==> config.mk <==
export PLATFORM = sky130hd
export DESIGN_NAME = mem_arbiter
export DESIGN_NICKNAME = d
export VERILOG_FILES = /design/src/rtl/mem_arbiter.sv
export SDC_FILE = /design/constraint.sdc
export NUM_CORES = 1
export LEC_CHECK = 0
export CELL_PAD_IN_SITES_DETAIL_PLACEMENT = 1
export CELL_PAD_IN_SITES_GLOBAL_PLACEMENT = 1
export CORE_AREA = 2 2 148 150
export DETAILED_ROUTE_END_ITERATION = 16
export DIE_AREA = 0 0 150 152
export PLACE_DENSITY = 0.82
export SLEW_MARGIN = 20
export SYNTH_ARGS = -nofsm -noshare
export SYNTH_HDL_FRONTEND = slang
export SYNTH_SLANG_ARGS = --single-unit
export TNS_END_PERCENT = 1
==> constraint.sdc <==
create_clock -name clk -period 3.9 [get_ports clk]
set_clock_uncertainty 0.2 [all_clocks]
set_input_delay 0.39 -clock clk [delete_from_list [all_inputs] [get_ports clk]]
set_output_delay 0.39 -clock clk [all_outputs]
set_load 0.02 [all_outputs]
==> src/rtl/mem_arbiter.sv <==
`default_nettype none
// ============================================================================
// Module   : mem_arbiter
// Purpose  : Shares one single-port, 64-bit synchronous memory between the
//            instruction-fetch port (read-only) and the load/store data
//            port (read/write with byte strobes). The data port has priority.
//            A starvation counter forces a fetch through after STARVE_LIMIT
//            consecutive contended data wins. Read data comes back one cycle
//            after the grant and is routed to the requester that issued it.
// Ports    : clk, rst              - clock, synchronous active-high reset
//            if_req/if_addr        - fetch request (held until if_gnt)
//            if_gnt/if_rvalid/if_rdata - fetch grant and read return
//            d_req/d_we/d_addr/d_wdata/d_wstrb - data request
//            d_gnt/d_rvalid/d_rdata    - data grant and read return
//            mem_addr/mem_re/mem_we/mem_wdata/mem_wstrb - memory drive
//            mem_rdata             - memory read data (cycle after mem_re)
// Revision : 1.0 - initial release
// ============================================================================
module mem_arbiter #(
    parameter int ADDR_WIDTH   = 10,
    parameter int STARVE_LIMIT = 4
) (
    input  logic                  clk,
    input  logic                  rst,
    input  logic                  if_req,
    input  logic [ADDR_WIDTH-1:0] if_addr,
    output logic                  if_gnt,
    output logic                  if_rvalid,
    output logic [63:0]           if_rdata,
    input  logic                  d_req,
    input  logic                  d_we,
    input  logic [ADDR_WIDTH-1:0] d_addr,
    input  logic [63:0]           d_wdata,
    input  logic [7:0]            d_wstrb,
    output logic                  d_gnt,
    output logic                  d_rvalid,
    output logic [63:0]           d_rdata,
    output logic [ADDR_WIDTH-1:0] mem_addr,
    output logic                  mem_re,
    output logic                  mem_we,
    output logic [63:0]           mem_wdata,
    output logic [7:0]            mem_wstrb,
    input  logic [63:0]           mem_rdata
);

    localparam logic [3:0] C_STARVE_LIMIT = 4'(STARVE_LIMIT);

    logic [3:0] r_starve_cnt;
    logic       r_pend_if;
    logic       r_pend_d;

    logic       w_if_gnt;
    logic       w_d_gnt;

    // Grant: data wins contention unless fetch has been starved long enough.
    // Nothing is granted while reset is asserted.
    always_comb begin
        w_if_gnt = 1'b0;
        w_d_gnt  = 1'b0;
        if (!rst) begin
            if (if_req && d_req) begin
                if (r_starve_cnt == C_STARVE_LIMIT) begin
                    w_if_gnt = 1'b1;
                end else begin
                    w_d_gnt  = 1'b1;
                end
            end else if (if_req) begin
                w_if_gnt = 1'b1;
            end else if (d_req) begin
                w_d_gnt = 1'b1;
            end
        end
    end

    // Memory drive: idle cycles park every memory signal at zero.
    always_comb begin
        mem_addr  = '0;
        mem_re    = 1'b0;
        mem_we    = 1'b0;
        mem_wdata = 64'h0;
        mem_wstrb = 8'h00;
        if (w_if_gnt) begin
            mem_addr = if_addr;
            mem_re   = 1'b1;
        end else if (w_d_gnt) begin
            mem_addr  = d_addr;
            mem_re    = ~d_we;
            mem_we    = d_we;
            mem_wdata = d_wdata;
            mem_wstrb = d_we ? d_wstrb : 8'h00;
        end
    end

    always_ff @(posedge clk) begin
        if (rst) begin
            r_starve_cnt <= 4'd0;
            r_pend_if    <= 1'b0;
            r_pend_d     <= 1'b0;
        end else begin
            r_pend_if <= w_if_gnt;
            r_pend_d  <= w_d_gnt & ~d_we;
            if (w_if_gnt || !if_req) begin
                r_starve_cnt <= 4'd0;
            end else if (w_d_gnt && r_starve_cnt != C_STARVE_LIMIT) begin
                r_starve_cnt <= r_starve_cnt + 4'd1;
            end
        end
    end

    assign if_gnt = w_if_gnt;
    assign d_gnt  = w_d_gnt;

    // A read outstanding when reset arrives is dropped immediately: the
    // pending flag is only cleared at the reset edge, so gate it here too.
    assign if_rvalid = r_pend_if & ~rst;
    assign d_rvalid  = r_pend_d & ~rst;
    assign if_rdata  = if_rvalid ? mem_rdata : 64'h0;
    assign d_rdata   = d_rvalid  ? mem_rdata : 64'h0;

endmodule
`default_nettype wire

==> flow_summary.json, run 1 <==
{
  "path_clk_slew_ps": 30,
  "antenna_cells": 0,
  "syn_area_mm2": 0.00175,
  "fin_crit_sh": 0.793,
  "drv_cap": 0,
  "setup_viol": 0,
  "clkSinkCount": 6,
  "cts_root_buf": "clkbuf_16",
  "clock_path_buffers": 2,
  "syn_inst": 266,
  "synth_top_family_by_area": "simple AND/OR/NAND/NOR gates",
  "numCtsBuffers": 3,
  "rsz0062_at_grt": "false",
  "fmax_mhz": 324,
  "synthFlopType": "dfxtp_1",
  "cts_resized": 0,
  "htree_levels": 1,
  "crit_type": "in2out",
  "synth_edf_count": 0,
  "ys_warn_count": 0,
  "vias": 3162,
  "grt_max_degree": 87,
  "fin_area_mm2": 0.00588,
  "multi_input_area_mm2": 0.00151,
  "crit_end": "mem_wstrb[5]",
  "post-route-min-period_ps": 3090,
  "area_growth_pct": 236,
  "rows": 54,
  "drc": 0,
  "slew_viol_final": 0,
  "arrival_ps": 2500,
  "routedWlPerCell_um": 15.9,
  "cp-start-kind": "input port",
  "antenna_left": 0,
  "viasPerCell": 3.50,
  "reg2regPathDepth": 6,
  "insertion_delay_ps": 230,
  "hold_viol_final": 0,
  "initial_core_util": 0.0820,
  "synthTopCellsByCount": "and2_1 (194), clkbuf_1 (15), a22o_1 (10), and3_1 (8)",
  "tns_ps": 0,
  "drt_iter0_markers": 62,
  "synth_mux_area_frac": 0,
  "yosys.area_share.adder": 0.0143,
  "dpl_cell_area_mm2": 0.00580,
  "status": "complete, no violations",
  "grt_pass1_wl_mm": 20.5,
  "slew_headroom": 0.639,
  "synth_seq_cells": 6,
  "synth_most_common_cell": "and2_1",
  "ctsHoldBuffers": 0,
  "worstReg2RegEnd": "r_pend_d",
  "synth_cell_types": 22,
  "postSynthNetCount": 429,
  "gp_congestion": 0.735,
  "first_global_vias": 3454,
  "worstPathMaxFanout": 86,
  "min_path_type": "reg2reg",
  "r2r-start": "r_starve_cnt[0]",
  "tightest_slew_ps": 542,
  "ys_async_sr_fraction": 0,
  "routed_wirelength_mm": 14.3,
  "dp_hpwl_mm": 12.9,
  "die_h_um": 152,
  "rrSetupSlack_ps": 2200,
  "crit_path_end_kind": "output port",
  "synth.area.top_cells": "and2_1 (69%), dfxtp_1 (6.9%), a22o_1 (5.0%), clkbuf_1 (3.2%), and3_1 (2.9%)",
  "synthXorXnorAreaFrac": 0.0100,
  "io_pins": 377,
  "die_area_mm2": 0.0228,
  "synth-seq-area-share": 0.0686,
  "yosys.area_share.simple": 0.756,
  "netlist.area_leader.share": 0.693,
  "drive_gt1_frac": 0.0160,
  "fin_nets": 789,
  "post-cts-setup-buffer-count": 0,
  "leakagePower_nw": 2.23,
  "power_density_mw_per_mm2": 115,
  "die_w_um": 150,
  "peakVddDrop_mv": 0.155,
  "drt_pass1_iterations": 4,
  "antenna_found_initial": 0,
  "fill_cells": 2561,
  "cts_tree": "done",
  "gr-total-overflow": 0,
  "yosysTopAreaCell": "and2_1",
  "worstPathRequired_ps": 3310,
  "startpoint": "rst",
  "core_area_mm2": 0.0214,
  "port_buffers": 376,
  "syn_area_per_cell_um2": 6.58,
  "regArea_um2": 120,
  "fin_util": 0.275,
  "track_usage": 0.116,
  "synth_compound_area_frac": 0.0751
}
[cells by family (layout without fill, tap and decap cells)]
logic type,Yosys count,after routing
flops,6,6
xor+xnor,2,2
compound gates,14,14
fa+ha+maj,2,2
buf+inv,30,388
simple gates,212,212
[worst min path at each step]
| stage | startpoint | end | slack [ps] | cells after the start |
|---|---|---|---|---|
| floorplan | r_starve_cnt[0] | r_starve_cnt[0] | 230 | 1 |
| global placement | r_starve_cnt[0] | r_starve_cnt[0] | 250 | 1 |
| detailed placement | r_starve_cnt[0] | r_starve_cnt[0] | 270 | 1 |
| CTS | r_starve_cnt[0] | r_starve_cnt[0] | 270 | 1 |
| global route | r_starve_cnt[0] | r_starve_cnt[0] | 300 | 1 |
| finish | r_starve_cnt[0] | r_starve_cnt[0] | 260 | 1 |
[worst max-delay path, stage by stage]
cell             delay [ps]
clkdlybuf4s50_1         540
nand2b_1                260
a21oi_4                 150
buf_12                  260
and3_1                  210
clkdlybuf4s50_1         620
[area by class of cell]
| cell class | instances | share of cell area |
|---|---|---|
| inverter | 6 | 0.00383 |
| multi-input combinational | 230 | 0.257 |
| clock buffer | 3 | 0.0128 |
| sequential | 6 | 0.0204 |
| tap | 280 | 0.0596 |
| timing repair buffer | 379 | 0.646 |
[routing by layer]
metal / vias to the layer above / track usage / routed length [um]
met5: - / 0 / 0
li1: 1526 / - / -
met3: 6 / 0.0505 / 1960
met2: 234 / 0.230 / 7370
met4: 0 / 0.0121 / 69
met1: 1396 / 0.113 / 4940
[metrics by stage]
stage | power [mW] | hold slack (ps) | setup slack [ps] | std cells
floorplan | 0.209 | 230 | 1850 | 266
global placement | 0.518 | 246 | 861 | 901
detailed placement | 0.522 | 266 | 822 | 901
CTS | 0.691 | 274 | 805 | 904
global route | 0.715 | 303 | 734 | 904
finish | 0.678 | 260 | 809 | 904
[state kept, by name (all words and copies together), names as in the netlist]
signal / flops
r_pend_d: 1
r_pend_if: 1
r_starve_cnt: 4
[power breakdown]
part | total (mW) | switching, mW | internal, mW | leakage, nW
Clock | 0.165 | 0.0333 | 0.131 | 0.0370
Combinational | 0.449 | 0.178 | 0.271 | 2.14
Sequential | 0.0640 | 0.000787 | 0.0632 | 0.0488
[layout by cell type (no fill, tap or decap), types with 3 or more instances in the layout]
cell	n
inv_1	6
and2_1	194
and3_1	8
a22o_1	10
clkdlybuf4s50_1	376
nor2_1	4
clkbuf_16	3
dfxtp_1	6
(Power assumes the default switching activity.)
==> run 2, diff against run 1 <==
--- a/config.mk
+++ b/config.mk
@@ -10,7 +10,7 @@
 export CORE_AREA = 2 2 148 150
 export DETAILED_ROUTE_END_ITERATION = 16
 export DIE_AREA = 0 0 150 152
-export PLACE_DENSITY = 0.82
+export PLACE_DENSITY = 0.85
 export SLEW_MARGIN = 20
 export SYNTH_ARGS = -nofsm -noshare
 export SYNTH_HDL_FRONTEND = slang
==> constraint.sdc (replaced) <==
create_clock -name clk -period 2.6 [get_ports clk]
set_clock_uncertainty 0.2 [all_clocks]
set_input_delay 0.26 -clock clk [delete_from_list [all_inputs] [get_ports clk]]
set_output_delay 0.26 -clock clk [all_outputs]
set_load 0.02 [all_outputs]
==> run 2 against run 1 <==
  * Sequential share of layout area about the same
  * Utilization is 0.23 points higher
  * Clock-buffer cell count unchanged
  * Total power rose by 44%
  * Non-clock buffer count increased by 5
  * Die area did not move
  * First-iteration DRC count down 26%
  * Critical path depth unchanged
  * Hold slack lost 2.6 ps
==> flow_summary.json, run 2 (synthesized netlist as in run 1, its figures left out) <==
{
  "numCtsBuffers": 3,
  "drive_gt1_frac": 0.0350,
  "slew_viol_final": 0,
  "tightest_slew_ps": 265,
  "max_flop_register": "r_starve_cnt",
  "antenna_cells": 0,
  "routed_wirelength_mm": 13.5,
  "largest_reg_flops": 4,
  "ctsHoldBuffers": 0,
  "crit_end": "if_rdata[11]",
  "cts_root_buf": "clkbuf_16",
  "place_ws_ps": -31.6,
  "wl_met1_mm": 4.42,
  "cp_num_buf_inv": 4,
  "place_inst": 906,
  "die_area_mm2": 0.0228,
  "reg2regPathDepth": 5,
  "crit_top_cell": "clkdlybuf4s50_1",
  "core_area_mm2": 0.0214,
  "leakagePower_nw": 3.03,
  "viasPerCell": 3.49,
  "insertion_delay_ps": 230,
  "antenna_left": 0,
  "port_buffers": 376,
  "rows": 54,
  "min_path_type": "reg2reg",
  "rrSetupSlack_ps": 930,
  "io_pins": 377,
  "worstPathMaxFanout": 34,
  "min_from": "r_starve_cnt[0]",
  "startpoint": "rst",
  "grt_pass1_wl_mm": 19.3,
  "stdcell_count": 909,
  "worstPathRequired_ps": 2140,
  "cts_tree": "done",
  "arrival_ps": 2060,
  "grt_max_degree": 77,
  "dp_hpwl_mm": 12.3,
  "crit_type": "in2out",
  "status": "complete, no violations",
  "setup_viol": 0,
  "drt_pass1_iterations": 3,
  "cp-start-kind": "input port",
  "r2r-start": "r_starve_cnt[0]",
  "hold_depth": 1,
  "area_growth_pct": 239,
  "p_total_mw": 0.978,
  "gp_congestion": 0.742,
  "crit_path_end_kind": "output port",
  "met3_length_mm": 1.61,
  "clock_path_buffers": 2,
  "path_clk_slew_ps": 30,
  "fin_ws_ps": 76.5,
  "vias": 3169,
  "peakVddDrop_mv": 0.151,
  "rsz0062_at_grt": "true",
  "htree_levels": 1,
  "track_usage": 0.108,
  "fmax_mhz": 396,
  "hold_viol_final": 0,
  "final_common_cell": "clkdlybuf4s50_1",
  "slew_headroom": 0.823,
  "gr-total-overflow": 0,
  "worstReg2RegEnd": "r_starve_cnt[2]",
  "fin_nets": 794,
  "routed.top_layer": "met4",
  "worst-path-stages": 6,
  "initial_core_util": 0.0820,
  "met2_length_mm": 7.39,
  "most-common-layout-cells": "clkdlybuf4s50_1 (265), and2_1 (194), dlygate4sd2_1 (67)",
  "fin_crit_sh": 0.971,
  "fin_util": 0.278,
  "cpMaxStageDelayCell": "clkdlybuf4s50_1",
  "first_global_vias": 3368,
  "clkSinkCount": 6,
  "die_w_um": 150,
  "crit_chain": "clkdlybuf4s50_1 -> buf_4 -> nor2b_4 -> buf_12 -> and2_1 -> clkdlybuf4s50_1",
  "crit_family": "buffers and inverters",
  "drv_cap": 0,
  "antenna_found_initial": 1,
  "largestRegisters": "r_starve_cnt: 4 flops, r_pend_d: 1 flops, r_pend_if: 1 flops",
  "routedWlPerCell_um": 14.8,
  "slowest_delay_ps": 600,
  "die_h_um": 152,
  "post-cts-setup-buffer-count": 0,
  "power_density_mw_per_mm2": 165,
  "drt_iter0_markers": 46,
  "post-route-min-period_ps": 2520,
  "drc": 0
}
run 2: changes by cell type in the layout (fill, tap and decap cells not counted), sizes merged:
cell           change
clkdlybuf4s50    -111
dlygate4sd2       +67
dlymetal6s2s      +26
buf               +11
clkdlybuf4s15     +11
clkbuf             +1
run 2: cell type report:
cell class | count | area, um^2
inverters | 6 | 22.5
flip-flops and latches | 6 | 120
fillers | 2574 | 15400
multi-input cells | 230 | 1510
well taps | 280 | 350
clock buffers | 3 | 75.1
repair buffers | 384 | 3850
run 2: per-stage QoR:
stage | cell area (um^2) | hold slack, ps | setup TNS (ps)
after floorplan | 1750 | 208 | 0
after global placement | 5880 | 246 | 0
after detailed placement | 5880 | 253 | -209
after CTS | 5850 | 261 | 0
after global routing | 5930 | 292 | -23.5
final | 5930 | 257 | 0
run 2: metal layers:
layer,vias to the layer above,GRT usage
met4,0,0.0121
met3,6,0.0360
met5,-,0
li1,1535,-
met2,228,0.228
met1,1400,0.0992
run 2: worst min-delay path by stage:
stage,endpoint
after global placement,r_starve_cnt[0]
after floorplan,r_pend_if
after CTS,r_starve_cnt[0]
final,r_starve_cnt[0]
after detailed placement,r_starve_cnt[0]
after global routing,r_starve_cnt[0]
run 2: where the power goes:
group,total (mW),internal [mW],leakage [nW],switching [mW]
clock,0.246,0.197,0.0370,0.0488
sequential,0.0959,0.0948,0.0488,0.00110
combinational,0.636,0.377,2.94,0.259
total,0.978,0.669,3.03,0.309
run 2: worst reg2reg max path, cell delays in order (launching register included):
cell	delay [ps]
dfxtp_1	360
inv_1	60
ha_1	200
and3b_4	200
or3b_1	440
nor2_1	140
run 2: what timing repair did:
| action | 4_1_cts | 5_1_grt |
|---|---|---|
| pin swaps | 0 | 0 |
| hold endpoints to repair | 0 | 0 |
| resized for setup | 79 | 39 |
| cloned | 0 | 0 |
| endpoints found under the setup margin | 79 | 38 |
